$ cat src/rtl/lsu.sv
// rtl/lsu.sv - load/store unit: byte/half/word access with read-modify-write sub-word stores
// Optional feature macro: LSU_BOUND_CHK_EN (addresses >= 128 are rejected as errors)
module lsu (
  input  logic        clk,
  input  logic        rst_n,
  input  logic        req_valid,
  output logic        req_ready,
  input  logic        req_we,
  input  logic [1:0]  req_size,
  input  logic        req_unsigned,
  input  logic [31:0] req_addr,
  input  logic [31:0] req_wdata,
  output logic        rsp_valid,
  output logic [31:0] rsp_rdata,
  output logic        rsp_err,
  output logic [31:0] Mem_addr,
  output logic [31:0] Mem_w_data,
  output logic        Mem_w,
  output logic        Mem_r,
  input  logic [31:0] Mem_r_data
);

  typedef enum logic [1:0] {IDLE, RD, WR, RESP} state_t;

  state_t      state;
  logic [31:0] addr_q;
  logic [31:0] wdata_q;
  logic [1:0]  size_q;
  logic        we_q;
  logic        uns_q;
  logic        req_bad;

  // Pick the addressed byte/half out of a memory word and extend it
  function automatic logic [31:0] load_extract(input logic [31:0] w, input logic [1:0] lane,
                                               input logic [1:0] size, input logic uns);
    logic [7:0]  b;
    logic [15:0] h;
    b = w[{lane, 3'b000} +: 8];
    h = lane[1] ? w[31:16] : w[15:0];
    case (size)
      2'b00:   return uns ? {24'd0, b} : {{24{b[7]}}, b};
      2'b01:   return uns ? {16'd0, h} : {{16{h[15]}}, h};
      default: return w;
    endcase
  endfunction

  // Replace the target lane(s) of the read word with the new store data
  function automatic logic [31:0] store_merge(input logic [31:0] w, input logic [1:0] lane,
                                              input logic [1:0] size, input logic [31:0] wd);
    logic [31:0] r;
    r = w;
    if (size == 2'b00)
      r[{lane, 3'b000} +: 8] = wd[7:0];
    else if (lane[1])
      r[31:16] = wd[15:0];
    else
      r[15:0] = wd[15:0];
    return r;
  endfunction

  // Misalignment / reserved-size / optional bounds check on the incoming request
  always_comb begin
    req_bad = (req_size == 2'b11) ||
              (req_size == 2'b01 && req_addr[0]) ||
              (req_size == 2'b10 && req_addr[1:0] != 2'b00);
`ifdef LSU_BOUND_CHK_EN
    if (req_addr >= 32'd128) req_bad = 1'b1;
`else
    req_bad = req_bad;
`endif
  end

  // Control FSM; every output is registered and defaults to zero each cycle
  always_ff @(posedge clk or negedge rst_n) begin
    if (!rst_n) begin
      state      <= IDLE;
      req_ready  <= 1'b0;
      rsp_valid  <= 1'b0;
      rsp_err    <= 1'b0;
      rsp_rdata  <= 32'd0;
      Mem_addr   <= 32'd0;
      Mem_w_data <= 32'd0;
      Mem_w      <= 1'b0;
      Mem_r      <= 1'b0;
      addr_q     <= 32'd0;
      wdata_q    <= 32'd0;
      size_q     <= 2'b00;
      we_q       <= 1'b0;
      uns_q      <= 1'b0;
    end else begin
      req_ready  <= 1'b0;
      rsp_valid  <= 1'b0;
      rsp_err    <= 1'b0;
      rsp_rdata  <= 32'd0;
      Mem_addr   <= 32'd0;
      Mem_w_data <= 32'd0;
      Mem_w      <= 1'b0;
      Mem_r      <= 1'b0;
      case (state)
        IDLE: begin
          if (req_valid && req_ready) begin
            addr_q  <= req_addr;
            wdata_q <= req_wdata;
            size_q  <= req_size;
            we_q    <= req_we;
            uns_q   <= req_unsigned;
            if (req_bad) begin
              state     <= RESP;
              rsp_valid <= 1'b1;
              rsp_err   <= 1'b1;
            end else if (!req_we || req_size != 2'b10) begin
              // loads and sub-word stores both start with a read
              state    <= RD;
              Mem_r    <= 1'b1;
              Mem_addr <= {req_addr[31:2], 2'b00};
            end else begin
              state      <= WR;
              Mem_w      <= 1'b1;
              Mem_addr   <= {req_addr[31:2], 2'b00};
              Mem_w_data <= req_wdata;
            end
          end else begin
            req_ready <= 1'b1;
          end
        end
        RD: begin
          if (!we_q) begin
            state     <= RESP;
            rsp_valid <= 1'b1;
            rsp_rdata <= load_extract(Mem_r_data, addr_q[1:0], size_q, uns_q);
          end else begin
            state      <= WR;
            Mem_w      <= 1'b1;
            Mem_addr   <= {addr_q[31:2], 2'b00};
            Mem_w_data <= store_merge(Mem_r_data, addr_q[1:0], size_q, wdata_q);
          end
        end
        WR: begin
          state     <= RESP;
          rsp_valid <= 1'b1;
        end
        default: begin
          state     <= IDLE;
          req_ready <= 1'b1;
        end
      endcase
    end
  end

endmodule

$ cat config.mk
export PLATFORM = sky130hd
export DESIGN_NAME = lsu
export DESIGN_NICKNAME = d
export VERILOG_FILES = /design/src/rtl/lsu.sv
export SDC_FILE = /design/constraint.sdc
export NUM_CORES = 1
export LEC_CHECK = 0
export CORE_MARGIN = 5
export CORE_UTILIZATION = 40
export DETAILED_ROUTE_END_ITERATION = 10
export PLACE_DENSITY_LB_ADDON = 0.05
export SYNTH_ARGS = -nofsm -noshare
export SYNTH_HDL_FRONTEND = slang
export SYNTH_SLANG_ARGS = --single-unit
$ cat constraint.sdc
create_clock -name clk -period 5.6 [get_ports clk]
set_clock_uncertainty 0.05 [all_clocks]
set_input_delay 0.84 -clock clk [delete_from_list [all_inputs] [get_ports clk]]
set_output_delay 0.84 -clock clk [all_outputs]
set_load 0.005 [all_outputs]
# [Yosys cells after proc, flatten, opt, wreduce, memory -nomap -nowiden]
# Cells that the tools add are included.
[op_classes] add_sub_neg=1 n_eq_ne=8 shifts=3 muxes=40 n_reduce_logical=12
[op_table] op="32-bit 2-to-1 mux" n=12
[op_table] op="32-bit one-hot mux with 2 select lines" n=3
[op_table] op="16-bit 2-to-1 mux" n=3
[op_table] op="32-bit bitwise mux" n=1
[op_table] op="8-bit by 7-bit variable shift with 32-bit output, first input constant" n=1
[op_table] op="32-bit by 6-bit indexed part select with 8-bit output" n=1
[op_table] op="8-bit by 7-bit indexed part select with 32-bit output" n=1
[op_table] op="1-bit 2-to-1 mux" n=14
[op_table] op="5-bit negator with 7-bit output" n=1
[op_table] op="2-bit by 1-bit == test with 1-bit output, second input constant" n=3
[op_table] op="2-bit == test, second input constant" n=3
[op_table] op="2-bit 2-to-1 mux" n=3
[op_table] op="2-bit one-hot mux with 3 select lines" n=1
[op_table] op="2-bit logical NOT" n=2
[op_table] op="2-bit inequality test, second input constant" n=2
[op_table] op="1-bit one-hot mux with 2 select lines" n=2
[op_table] op="1-bit logical AND" n=3
[op_table] op="1-bit logical OR" n=3
[op_table] op="1-bit one-hot mux with 3 select lines" n=1
[op_table] op="2-bit AND reduction" n=1
[op_table] op="2-bit nonzero test" n=1
[op_table] op="2-bit OR reduction" n=1
[op_table] op="1-bit logical NOT" n=1
[word_totals] register_bits=155 input_bits=103 out_inout_bits=101 wordCells=78

# [Depth between registers and ports, before layout]
# Gate-level depths: netlist of the first run.
[logic_depth] ltp_word=7 mapped_depth=9 depth_no_buf=5

# [Worst setup path after synthesis of the first run]
# No wires, ideal clock.
[synth_timing] kind="reg2reg" from="reg addr_q[1]" to="reg Mem_w_data[11]" setup_time_ns=0.141 t_arrival_ns=1.940 required_time_ns=5.409 slack_ns=3.469 stages_incl_launch_ff=10 n_path_buf=4 synth_period_minus_slack_ns=2.131 path_cell_list="dfrtp_1 > buf_6 > buf_6 > buf_4 > inv_2 > ha_1 > and4b_1 > clkbuf_1 > a221oi_1 > o22ai_1"
[synth_via] elab_chain_len=6 word_cells_on_any_way=8 classes_between="add/sub: 1; shift: 2; mux: 5"
[synth_lines] element="from (decl)" line="26" rtl="logic [31:0] addr_q;"
[synth_lines] element="from (signal assigned)" line="102" rtl="addr_q <= req_addr;"
[synth_lines] element="5-bit negator with 7-bit output" line="53" rtl="r[{lane, 3'b000} +: 8] = wd[7:0];"
[synth_lines] element="8-bit by 7-bit indexed part select with 32-bit output / 8-bit by 7-bit variable shift with 32-bit output (equally long branches)" line="53"
[synth_lines] element="32-bit bitwise mux" line="53"
[synth_lines] element="32-bit 2-to-1 mux (*)" line="52" rtl="if (size == 2'b00)"
[synth_lines] element="32-bit 2-to-1 mux (*)" line="127" rtl="if (!we_q) begin"
[synth_lines] element="32-bit one-hot mux with 2 select lines (*)" line="99" rtl="case (state)"
[synth_lines] element="to (signal assigned)" line="120" rtl="Mem_w_data <= req_wdata;"
[synth_lines] element="to (signal assigned)" line="135" rtl="Mem_w_data <= store_merge(Mem_r_data, addr_q[1:0], size_q, wdata_q);"
[synth_lines] element="to (decl)" line="17" rtl="output logic [31:0] Mem_w_data,"
# Mark *: on every way between the ends. The rest lies on a longest branch, timed or not.
# A chain may end at the register's enable or synchronous reset.

# [Worst setup path after layout of the first run]
[layout_timing] from="in req_size[0]" to="reg Mem_addr[31]"
[layout_via] elab_chain_len=7 word_cells_on_any_way=10 classes_between="eq/ne: 3; mux: 3; reduce/logical: 4"
[layout_lines] element="from (decl)" line="9" rtl="input logic [1:0] req_size,"
[layout_lines] element="2-bit by 1-bit == test with 1-bit output" line="64" rtl="(req_size == 2'b01 && req_addr[0]) ||"
[layout_lines] element="1-bit logical AND" line="64"
[layout_lines] element="1-bit logical OR" line="63" rtl="req_bad = (req_size == 2'b11) ||"
[layout_lines] element="1-bit logical OR (*)" line="64"
[layout_lines] element="32-bit 2-to-1 mux (*)" line="107" rtl="if (req_bad) begin"
[layout_lines] element="32-bit 2-to-1 mux (*)" line="101" rtl="if (req_valid && req_ready) begin"
[layout_lines] element="32-bit one-hot mux with 2 select lines (*)" line="99"
[layout_lines] element="to (signal assigned)" line="115" rtl="Mem_addr <= {req_addr[31:2], 2'b00};"
[layout_lines] element="to (signal assigned)" line="119" rtl="Mem_addr <= {req_addr[31:2], 2'b00};"
[layout_lines] element="to (signal assigned)" line="134" rtl="Mem_addr <= {addr_q[31:2], 2'b00};"
[layout_lines] element="to (decl)" line="16" rtl="output logic [31:0] Mem_addr,"
# Marks and branches as above.

==> results.md, run 1 <==
- Status: finished clean
- Hold buffers post-CTS: 0
- Via-to-Cell Ratio: 5.593
- Distinct cell type count after synthesis: 56
- EDFF count, synth: 0
- R2R setup slack: 3000 ps
- Die height: 143.0 microns
- Reg-to-Reg Start: addr_q[0]
- Crit Path Class: input port to register
- Most common cell after layout, fill and taps aside: clkdlybuf4s50_1
- Yosys warnings: 0
- Min Clock Period, post-route: 2651 ps
- Detailed router's first-iteration violation count: 628
- Slowest cell on crit path: nand2_1
- Crit-path cells: clkdlybuf4s50_1 > or3_1 > nand2_1 > a32o_1
- WL final: 22.20 mm
- HPWL after DPL: 15.75 mm
- Final max-slew violation count: 0
- Vias in the first global route: 6013
- Worst EP required: 5900 ps
- Measured slew at the worst slew-check pin: 1206 ps
- Drt pass-1 iters: 5
- Pin count of the biggest net entering global routing: 111
- Die Wd: 143.0 microns
- RSZ-0062 raised after global routing: no
- Yosys reg bits: 153
- Initial antenna violation count: 0
- Pleak: 4.264 nW
- DRT antenna net count: 0
- Critical Path Start Type: input port
- Most frequent cells in the layout: clkdlybuf4s50_1, dfrtp_1, nand2_1
- Clock tree buffer depth: 2
- DR DRC count: 0
- H-tree levels: 4
- Post-Route Setup TNS: 0 ps
- Sequential area share after synthesis: between 50% and 60%
- Cell row count: 48
- Slew margin rel.: between 15 and 20%
- Mapped Cells: 668
- GRT Total Usage: between 20% and 30%
- Number of diodes: 0
- R2r worst-path depth: 5
- CTS Buf Count: 17
- CTS tree: built
- Pwr dens: 468.5 nW/um^2
- Routed vias: roughly 6000
- Primary FF master, synth: dfrtp_1
- Setup crit end kind: register
- Post-layout util: 56.54%
- Worst Hold Margin: 426.5 ps
- IO buf count: 201
- Hold Crit Start: addr_q[11]
- Reg-to-Reg End: Mem_w_data[10]
- Worst-Skew Late Latency: 420 ps
- Nets: 953
- Layout fillers: roughly 1500
- Total gr overflow: 0
- Global-route wire length before repair: 33.91 mm
- Fin. Hold Viols: 0
- GPL Wtd Cong: between 0.8 and 0.9
- Post-Syn Area: 7078 sq um
- Number of gates resized after cts: 0
- Setup violations, final: 0
- CTS root buf: clkbuf_16
- Achievable frequency: 377.2 MHz
- Total I/O pin count: 204
- Worst hold path depth: 2
- DR WL/cell: 20.58 microns
- Share of cells above drive strength 1: 10.30%
- DIE AREA: 20450 sq um
- CTS sink cnt: 153
- Ys async rst share: between 90% and 100%
- Final Cycle Share: between 40% and 50%
- Max-cap violations: 0
- Initial core utilization: 40.78%
- Crit path launch: req_size[0]
- Post-CTS setup buffer count: 0
- Crit path DAT: 2950 ps
- Core area: 17360 sq um
- Avg Cell Area, Syn: 10.60 sq um
- CP max FO: 30
- Hold crit path type: register to register
- Worst-path clk slew: 60 ps
- Area added between synthesis and finish: 38.64%
- Crit path largest cell delay: 890 ps
- Peak supply drop: roughly 240 uV
- Worst Hold End: addr_q[11]
worst max-delay path: cells and delay by family:
kind,cells,cell delay (ps)
compound gates,1,300
simple gates,2,1320
buf+inv,1,460
power by group:
part	leakage, nW	switching (W)	internal, W
sequential	2.04	0.000254	0.00143
clock	0.319	0.000465	0.000808
combinational	1.91	0.000871	0.000768
total	4.26	0.00159	0.00301
cell families after synthesis:
group | Yosys count | synth area share [%]
simple gates | 209 | 13.10
compound gates | 181 | 19.90
flops | 153 | 54.09
buf+inv | 87 | 5.568
mux | 28 | 5.692
fa+ha+maj | 9 | 1.591
other cells | 1 | 0.05298
cell usage after synthesis, types with 13 or more instances:
cell type	instances	area, sq um
dfrtp_1	153	3829
nand2_1	153	574.3
o21ai_0	48	240.2
inv_1	33	123.9
a32o_1	30	300.3
clkbuf_1	25	93.84
o22ai_1	23	143.9
a211oi_1	22	165.2
buf_2	18	90.09
mux2_2	18	202.7
a221oi_1	16	140.1
nand4_1	16	100.1
nor2_1	13	48.80
metal layers:
metal	track usage [%]	vias to the layer above	wire length, microns
met5	0	-	0
li1	-	2764	-
met4	7.604	0	474
met1	28.61	2956	8978
met3	6.296	31	2187
met2	34.03	284	10560
sequential cells by signal, summed over array words and instances (netlist names), 2 cells and up:
register / cells
Mem_addr: 30
Mem_w_data: 32
addr_q: 32
rsp_rdata: 32
size_q: 2
state: 2
wdata_q: 16
how the worst max path moves through the flow:
stage                     endpoint  slack, ps  cells past startpoint
floorplan           Mem_w_data[11]       3470                      9
CTS                   Mem_addr[31]       2960                      4
global route        Mem_w_data[10]       2750                      5
detailed placement    Mem_addr[26]       2520                      4
global placement      Mem_addr[21]       2610                      4
finish                Mem_addr[31]       2950                      4
cell type report:
class | instances | area [sq um] | share of cell area, %
timing repair buffer | 206 | 2051 | 20.90
clock buffer | 19 | 442.9 | 4.514
inverter | 34 | 127.6 | 1.301
tap | 225 | 281.5 | 2.869
sequential | 153 | 3829 | 39.02
clock inverter | 13 | 215.2 | 2.193
multi-input combinational | 429 | 2867 | 29.21
metrics by stage:
stage               total power (W)  instance area [sq um]  std cells  setup WS [ps]
floorplan                  0.002656                   7082        669           3469
global placement           0.003288                   9155       1047           2606
detailed placement         0.003336                   9155       1047           2517
CTS                        0.004627                   9813       1079           2958
global route               0.004872                   9813       1079           2747
finish                     0.004597                   9813       1079           2949
(Power assumes the default switching activity.)
==> run 2: changes to the inputs <==
==> constraint.sdc (replaced) <==
create_clock -name clk -period 2.65 [get_ports clk]
set_clock_uncertainty 0.05 [all_clocks]
set_input_delay 0.3975 -clock clk [delete_from_list [all_inputs] [get_ports clk]]
set_output_delay 0.3975 -clock clk [all_outputs]
set_load 0.005 [all_outputs]
==> run 2 against run 1 <==
Compared with the run above:
- final cell count grew 1.3%
- utilization grew 0.23 points
- global-route usage grew 0.47 points
- worst hold slack gained 0.78 ps
- critical path type is now register to register
- worst setup slack lost 2400 ps
==> results.md, run 2 (synthesis gave the netlist of run 1 again) <==
- Final instance area: 9853 sq um (+0.41%)
- Initial core utilization: 40.78% (unchanged)
- HPWL after DPL: 16.37 mm (+4.0%)
- Layout fillers: 1486 (+1.8%)
- R2r worst-path depth: 6 (+1)
- Clock tree buffer depth: 2 (unchanged)
- Max-cap violations: 0 (unchanged)
- Area added between synthesis and finish: 39.21%
- DIE AREA: 20450 sq um (unchanged)
- Initial antenna violation count: 0 (unchanged)
- Largest regs: Mem_w_data x32, addr_q x32, rsp_rdata x32
- Pin count of the biggest net entering global routing: 66 (-41%)
- DP Area: 9290 sq um (+1.5%)
- Fin. Hold Viols: 0 (unchanged)
- Die height: 143.0 microns (unchanged)
- Final Cycle Share: 77.76%
- IO buf count: 201 (unchanged)
- Min Clock Period, post-route: around 2100 ps
- Area taken by multi-input logic gates: 2867 sq um (unchanged)
- Pleak: 4.285 nW (+0.50%)
- Setup violations, final: 0 (unchanged)
- DR WL/cell: 20.47 microns (-0.51%)
- Layout Cells excl Fill: 1093 (+1.3%)
- CTS Buf Count: 17 (unchanged)
- GRT Total Usage: 22.07% (+0.47 points)
- GPL Wtd Cong: 0.8987 (+5.1%)
- DRT antenna net count: 0 (unchanged)
- Share of cells above drive strength 1: 11.75% (+1.4 points)
- WL final: 22.38 mm (+0.78%)
- FF+latch area: 3829 sq um (unchanged)
- Number of gates resized after cts: 0 (unchanged)
- Vias in the first global route: 6202 (+3.1%)
- Via-to-Cell Ratio: 5.556 (-0.66%)
- Crit path DAT: 2340 ps (-610 ps)
- Status: finished clean
- Setup crit end kind: register
- Most frequent cells in the layout: clkdlybuf4s50_1, dfrtp_1, nand2_1
- Final max-slew violation count: 0 (unchanged)
- Drt pass-1 iters: 5 (unchanged)
- Critical Path Start Type: register
- Pwr Total: 0.009375 W (+100%)
- H-tree levels: 4 (unchanged)
- Crit Path Class: register to register
- Reg-to-Reg End: Mem_w_data[28]
- Measured slew at the worst slew-check pin: 676.2 ps (-529.4 ps)
- CTS root buf: clkbuf_16
- Global-route wire length before repair: 34.68 mm (+2.3%)
- Worst-path clk slew: 70 ps (about the same)
- Worst EP required: 2920 ps (-2980 ps)
- Nets: 967 (+1.5%)
- Achievable frequency: 485.3 MHz
- RSZ-0062 raised after global routing: no
- Detailed router's first-iteration violation count: 492 (-22%)
- Routed vias: 6073 (+0.63%)
- R2R setup slack: 590 ps (-2410 ps)
- DR DRC count: 0 (unchanged)
- Most common cell after layout, fill and taps aside: clkdlybuf4s50_1
- Total I/O pin count: 204 (unchanged)
- Number of diodes: 0 (unchanged)
- CTS sink cnt: 153 (unchanged)
- CP max FO: 39 (+30%)
- Total gr overflow: 0 (unchanged)
- Inst Count DP: 1060 (+1.2%)
- Worst hold path depth: 2 (unchanged)
- Slew margin rel.: 54.92% (+35 points)
- Core area: 17360 sq um (unchanged)
- Post-Route Setup TNS: 0 ps (unchanged)
- Hold crit path type: register to register
- Cell row count: 48 (unchanged)
- Worst Hold End: addr_q[21]
- Pwr dens: 951.4 nW/um^2 (+100%)
- Worst-Skew Late Latency: 420 ps (about the same)
- Die Wd: 143.0 microns (unchanged)
- Peak supply drop: 529.7 uV (+120%)
- Hold Crit Start: addr_q[21]
- CTS tree: built
- Reg-to-Reg Start: addr_q[1]
-- run 2: cell types whose count changed in the layout (fill, tap and decap cells not counted), sizes merged --
| cell | change |
|---|---|
| buf | +13 |
| dlygate4sd3 | +1 |
| bufinv | -5 |
| clkinv | +1 |
| clkinvlp | +3 |
| inv | +2 |
| clkbuf | -1 |
-- run 2: worst max-delay path by stage --
stage	startpoint	end	slack [ps]	cells past startpoint
after detailed placement	req_size[0]	Mem_w_data[28]	480	4
after CTS	addr_q[0]	Mem_w_data[4]	620	6
after floorplan	addr_q[1]	Mem_w_data[11]	520	9
final	addr_q[1]	Mem_w_data[28]	590	6
after global routing	addr_q[1]	Mem_w_data[24]	420	6
after global placement	req_size[0]	Mem_addr[3]	570	5
-- run 2: area by class of cell --
type                    instances  area share (%)
repair buffers                220           22.29
inverters                      34           1.295
clock inverters                14           1.156
clock buffers                  18           4.457
flip-flops and latches        153           38.86
well taps                     225           2.857
multi-input cells             429           29.09
-- run 2: critical path, stage by stage, from the launching register on --
cell and delay (ps):
dfrtp_1 360, buf_4 460, ha_1 260, nor4bb_1 390, buf_4 200, a221oi_1 80
o22ai_1 170
-- run 2: per-stage QoR --
step / worst slack (ps) / util [%] / hold WS, ps
floorplan: 519.4 / - / 51.91
global placement: 573.9 / 53.53 / 386.5
detailed placement: 483.9 / 53.53 / 390.2
CTS: 622.3 / 56.77 / 432.1
global route: 417.4 / 56.77 / 449.5
finish: 589.3 / 56.77 / 427.3
-- run 2: report_power, final --
part           switching [W]  internal, W  leakage (nW)
registers           0.000401      0.00303          2.04
logic                0.00199      0.00171          1.99
clock network        0.00101      0.00124         0.260
total                0.00340      0.00598          4.29
-- run 2: routing by layer --
layer,GRT usage (%),vias up,wire length (microns)
li1,-,2785,-
met1,29.18,2979,9291
met2,35.88,275,10750
met3,5.760,34,1896
met4,6.653,0,439
met5,0,-,0
-- run 2: repair_timing --
| action | 4_1_cts | 5_1_grt |
|---|---|---|
| buffers inserted | 0 | 0 |
| hold endpoints to repair | 63 | 0 |
| hold buffers | 1 | 0 |
==> run 3: changes to the inputs <==
==> constraint.sdc (replaced) <==
create_clock -name clk -period 1.77 [get_ports clk]
set_clock_uncertainty 0.05 [all_clocks]
set_input_delay 0.2655 -clock clk [delete_from_list [all_inputs] [get_ports clk]]
set_output_delay 0.2655 -clock clk [all_outputs]
set_load 0.005 [all_outputs]
==> run 3 against run 2 <==
Compared with the run above:
- first-iteration DRC count is 38% lower
- via count is 3.1% higher
- die area stayed put
- cell area is 7.0% higher
- sequential power is 53% higher
- worst hold slack worse by 120 ps
- global-route usage is 1.5 points higher
- critical path depth stayed put
- wire length is 7.5% higher
- register-to-register slack worse by 530 ps
==> results.md, run 3 (synthesis gave the netlist of run 1 again) <==
- Detailed router's first-iteration violation count: 307 (-38%)
- Drt pass-1 iters: 5 (unchanged)
- Measured slew at the worst slew-check pin: 558.8 ps (-117.4 ps)
- Achievable frequency: 583.1 MHz (+20%)
- Fin. Hold Viols: 0 (unchanged)
- DR DRC count: 0 (unchanged)
- Final Cycle Share: 96.90% (+19 points)
- Worst EP required: 2000 ps (-920 ps)
- Inst Count DP: 1115 (+5.2%)
- Slew margin rel.: 62.75% (+7.8 points)
- Most common cell after layout, fill and taps aside: clkdlybuf4s50_1
- Total I/O pin count: 204 (unchanged)
- Most frequent cells in the layout: clkdlybuf4s50_1, nand2_1, dfrtp_1
- GRT Total Usage: 23.62% (+1.5 points)
- HPWL after DPL: 18.19 mm (+11%)
- Via-to-Cell Ratio: 5.460 (-1.7%)
- CP max FO: 8 (-79%)
- CTS sink cnt: 153 (unchanged)
- Peak supply drop: 701.0 uV (+32%)
- R2R setup slack: 50 ps (-530 ps)
- DRT antenna net count: 0 (unchanged)
- WL final: 24.06 mm (+7.5%)
- CTS root buf: clkbuf_16
- Core area: 17360 sq um (unchanged)
- Crit Path Class: register to register
- RSZ-0062 raised after global routing: yes
- Pwr dens: 1441 nW/um^2 (+51%)
- Cell row count: 48 (unchanged)
- Largest regs: Mem_w_data x32, addr_q x32, rsp_rdata x32
- Post-CTS setup buffer count: 0 (unchanged)
- Layout Cells excl Fill: 1147 (+4.9%)
- Min Clock Period, post-route: 1715 ps (-345.7 ps)
- Die Wd: 143.0 microns (unchanged)
- Hold crit path type: input port to async pin
- Setup violations, final: 0 (unchanged)
- Routed vias: 6263 (+3.1%)
- Reg-to-Reg Start: addr_q[1]
- CTS tree: built
- Pin count of the biggest net entering global routing: 55 (-17%)
- Setup crit end kind: register
- Critical Path Start Type: register
- Number of diodes: 0 (unchanged)
- Nets: 1022 (+5.7%)
- Initial antenna violation count: 0 (unchanged)
- Post-layout util: 60.72% (+4.0 points)
- Pleak: 4.649 nW (+8.5%)
- Worst-path clk slew: 60 ps (about the same)
- Global-route wire length before repair: 36.78 mm (+6.0%)
- Slowest cell on crit path: dfrtp_2
- Worst-Skew Late Latency: 420 ps (about the same)
- H-tree levels: 4 (unchanged)
- Final max-slew violation count: 0 (unchanged)
- Reg-to-Reg End: Mem_w_data[7]
- Vias in the first global route: 6472 (+4.4%)
- Pwr Total: 0.01519 W (+62%)
- Total gr overflow: 0 (unchanged)
- Share of cells above drive strength 1: 19.31% (+7.6 points)
- CTS Buf Count: 17 (unchanged)
- Max-cap violations: 0 (unchanged)
- DIE AREA: 20450 sq um (unchanged)
- Clock tree buffer depth: 2 (unchanged)
- Area added between synthesis and finish: 48.90%
- Worst Hold Margin: 304.1 ps (-123.2 ps)
- R2r worst-path depth: 6 (unchanged)
- Crit path DAT: 1950 ps (-390 ps)
- CP top delay family: simple AND/OR/NAND/NOR gates
- WP buf/inv: 2 (unchanged)
- Die height: 143.0 microns (unchanged)
- Initial core utilization: 40.78% (unchanged)
- Crit path largest cell delay: 490 ps (+30 ps)
- IO buf count: 201 (unchanged)
- DR WL/cell: 20.98 microns (+2.5%)
- Crit-path cells: inv_8 > ha_4 > or3b_1 > buf_4 > nand4_1 > o221ai_1
- Status: finished clean
- GPL Wtd Cong: 0.9823 (+9.3%)
## run 3: changes by cell type in the layout (fill, tap and decap cells not counted), sizes merged
| cell | previous run | this run |
|---|---|---|
| inv | 39 | 35 |
| clkbuf | 18 | 19 |
| bufinv | 0 | 3 |
| clkinv | 5 | 8 |
| buf | 19 | 74 |
| clkinvlp | 4 | 0 |
## run 3: per-stage QoR
step | TNS, ps | cell area, sq um | worst slack, ps
finish | 0 | 10540 | 54.95
floorplan | -4321 | 7241 | -223.5
CTS | 0 | 10510 | 15.46
global placement | -1246 | 9912 | -49.83
detailed placement | -2369 | 9912 | -97.17
global route | 0 | 10540 | 6.168
## run 3: worst register-to-register path: cells and delay by family, from the launching register on
kind                       cells  cell delay, ps
and+or+nand+nor                2             520
DFF                            1             490
buffers and inverters          2             270
AOI/OAI and AO/OA              1             140
adders and majority gates      1             110
## run 3: timing repair
item                                   4_1_cts  5_1_grt
gates resized for setup                      3        9
cloned                                       0        0
endpoints found under the hold margin       46        0
setup endpoints to repair                   18       37
hold buffers                                 1        0
pin swaps                                    0        3
## run 3: where the power goes
| part | switching, W | internal, W |
|---|---|---|
| Sequential | 0.000713 | 0.00453 |
| Clock | 0.00144 | 0.00221 |
| Combinational | 0.00320 | 0.00310 |
| Total | 0.00535 | 0.00984 |
## run 3: worst max path at each step
stage,start,endpoint,slack [ps],cells past startpoint
2_1_floorplan,addr_q[1],Mem_w_data[2],-220,9
3_3_place_gp,Mem_r_data[31],rsp_rdata[12],-50,4
3_5_place_dp,Mem_r_data[31],rsp_rdata[13],-100,4
4_1_cts,addr_q[1],Mem_w_data[28],20,6
5_1_grt,addr_q[1],Mem_w_data[28],6,6
6_report,addr_q[1],Mem_w_data[7],50,6
## run 3: area by class of cell
type | count | area, sq um
multi-input combinational | 429 | 3018
inverter | 34 | 135.1
clock buffer | 19 | 432.9
tap | 225 | 281.5
clock inverter | 12 | 150.1
fill | 1437 | 6818
timing repair buffer | 275 | 2691
sequential | 153 | 3830
## run 3: layer usage
metal	vias up	GRT usage [%]	share of wire (%)
met2	231	39.14	49
met5	-	0	0
met3	33	6.263	8.0
met1	3094	30.50	41
li1	2905	-	-
met4	0	7.154	2.2
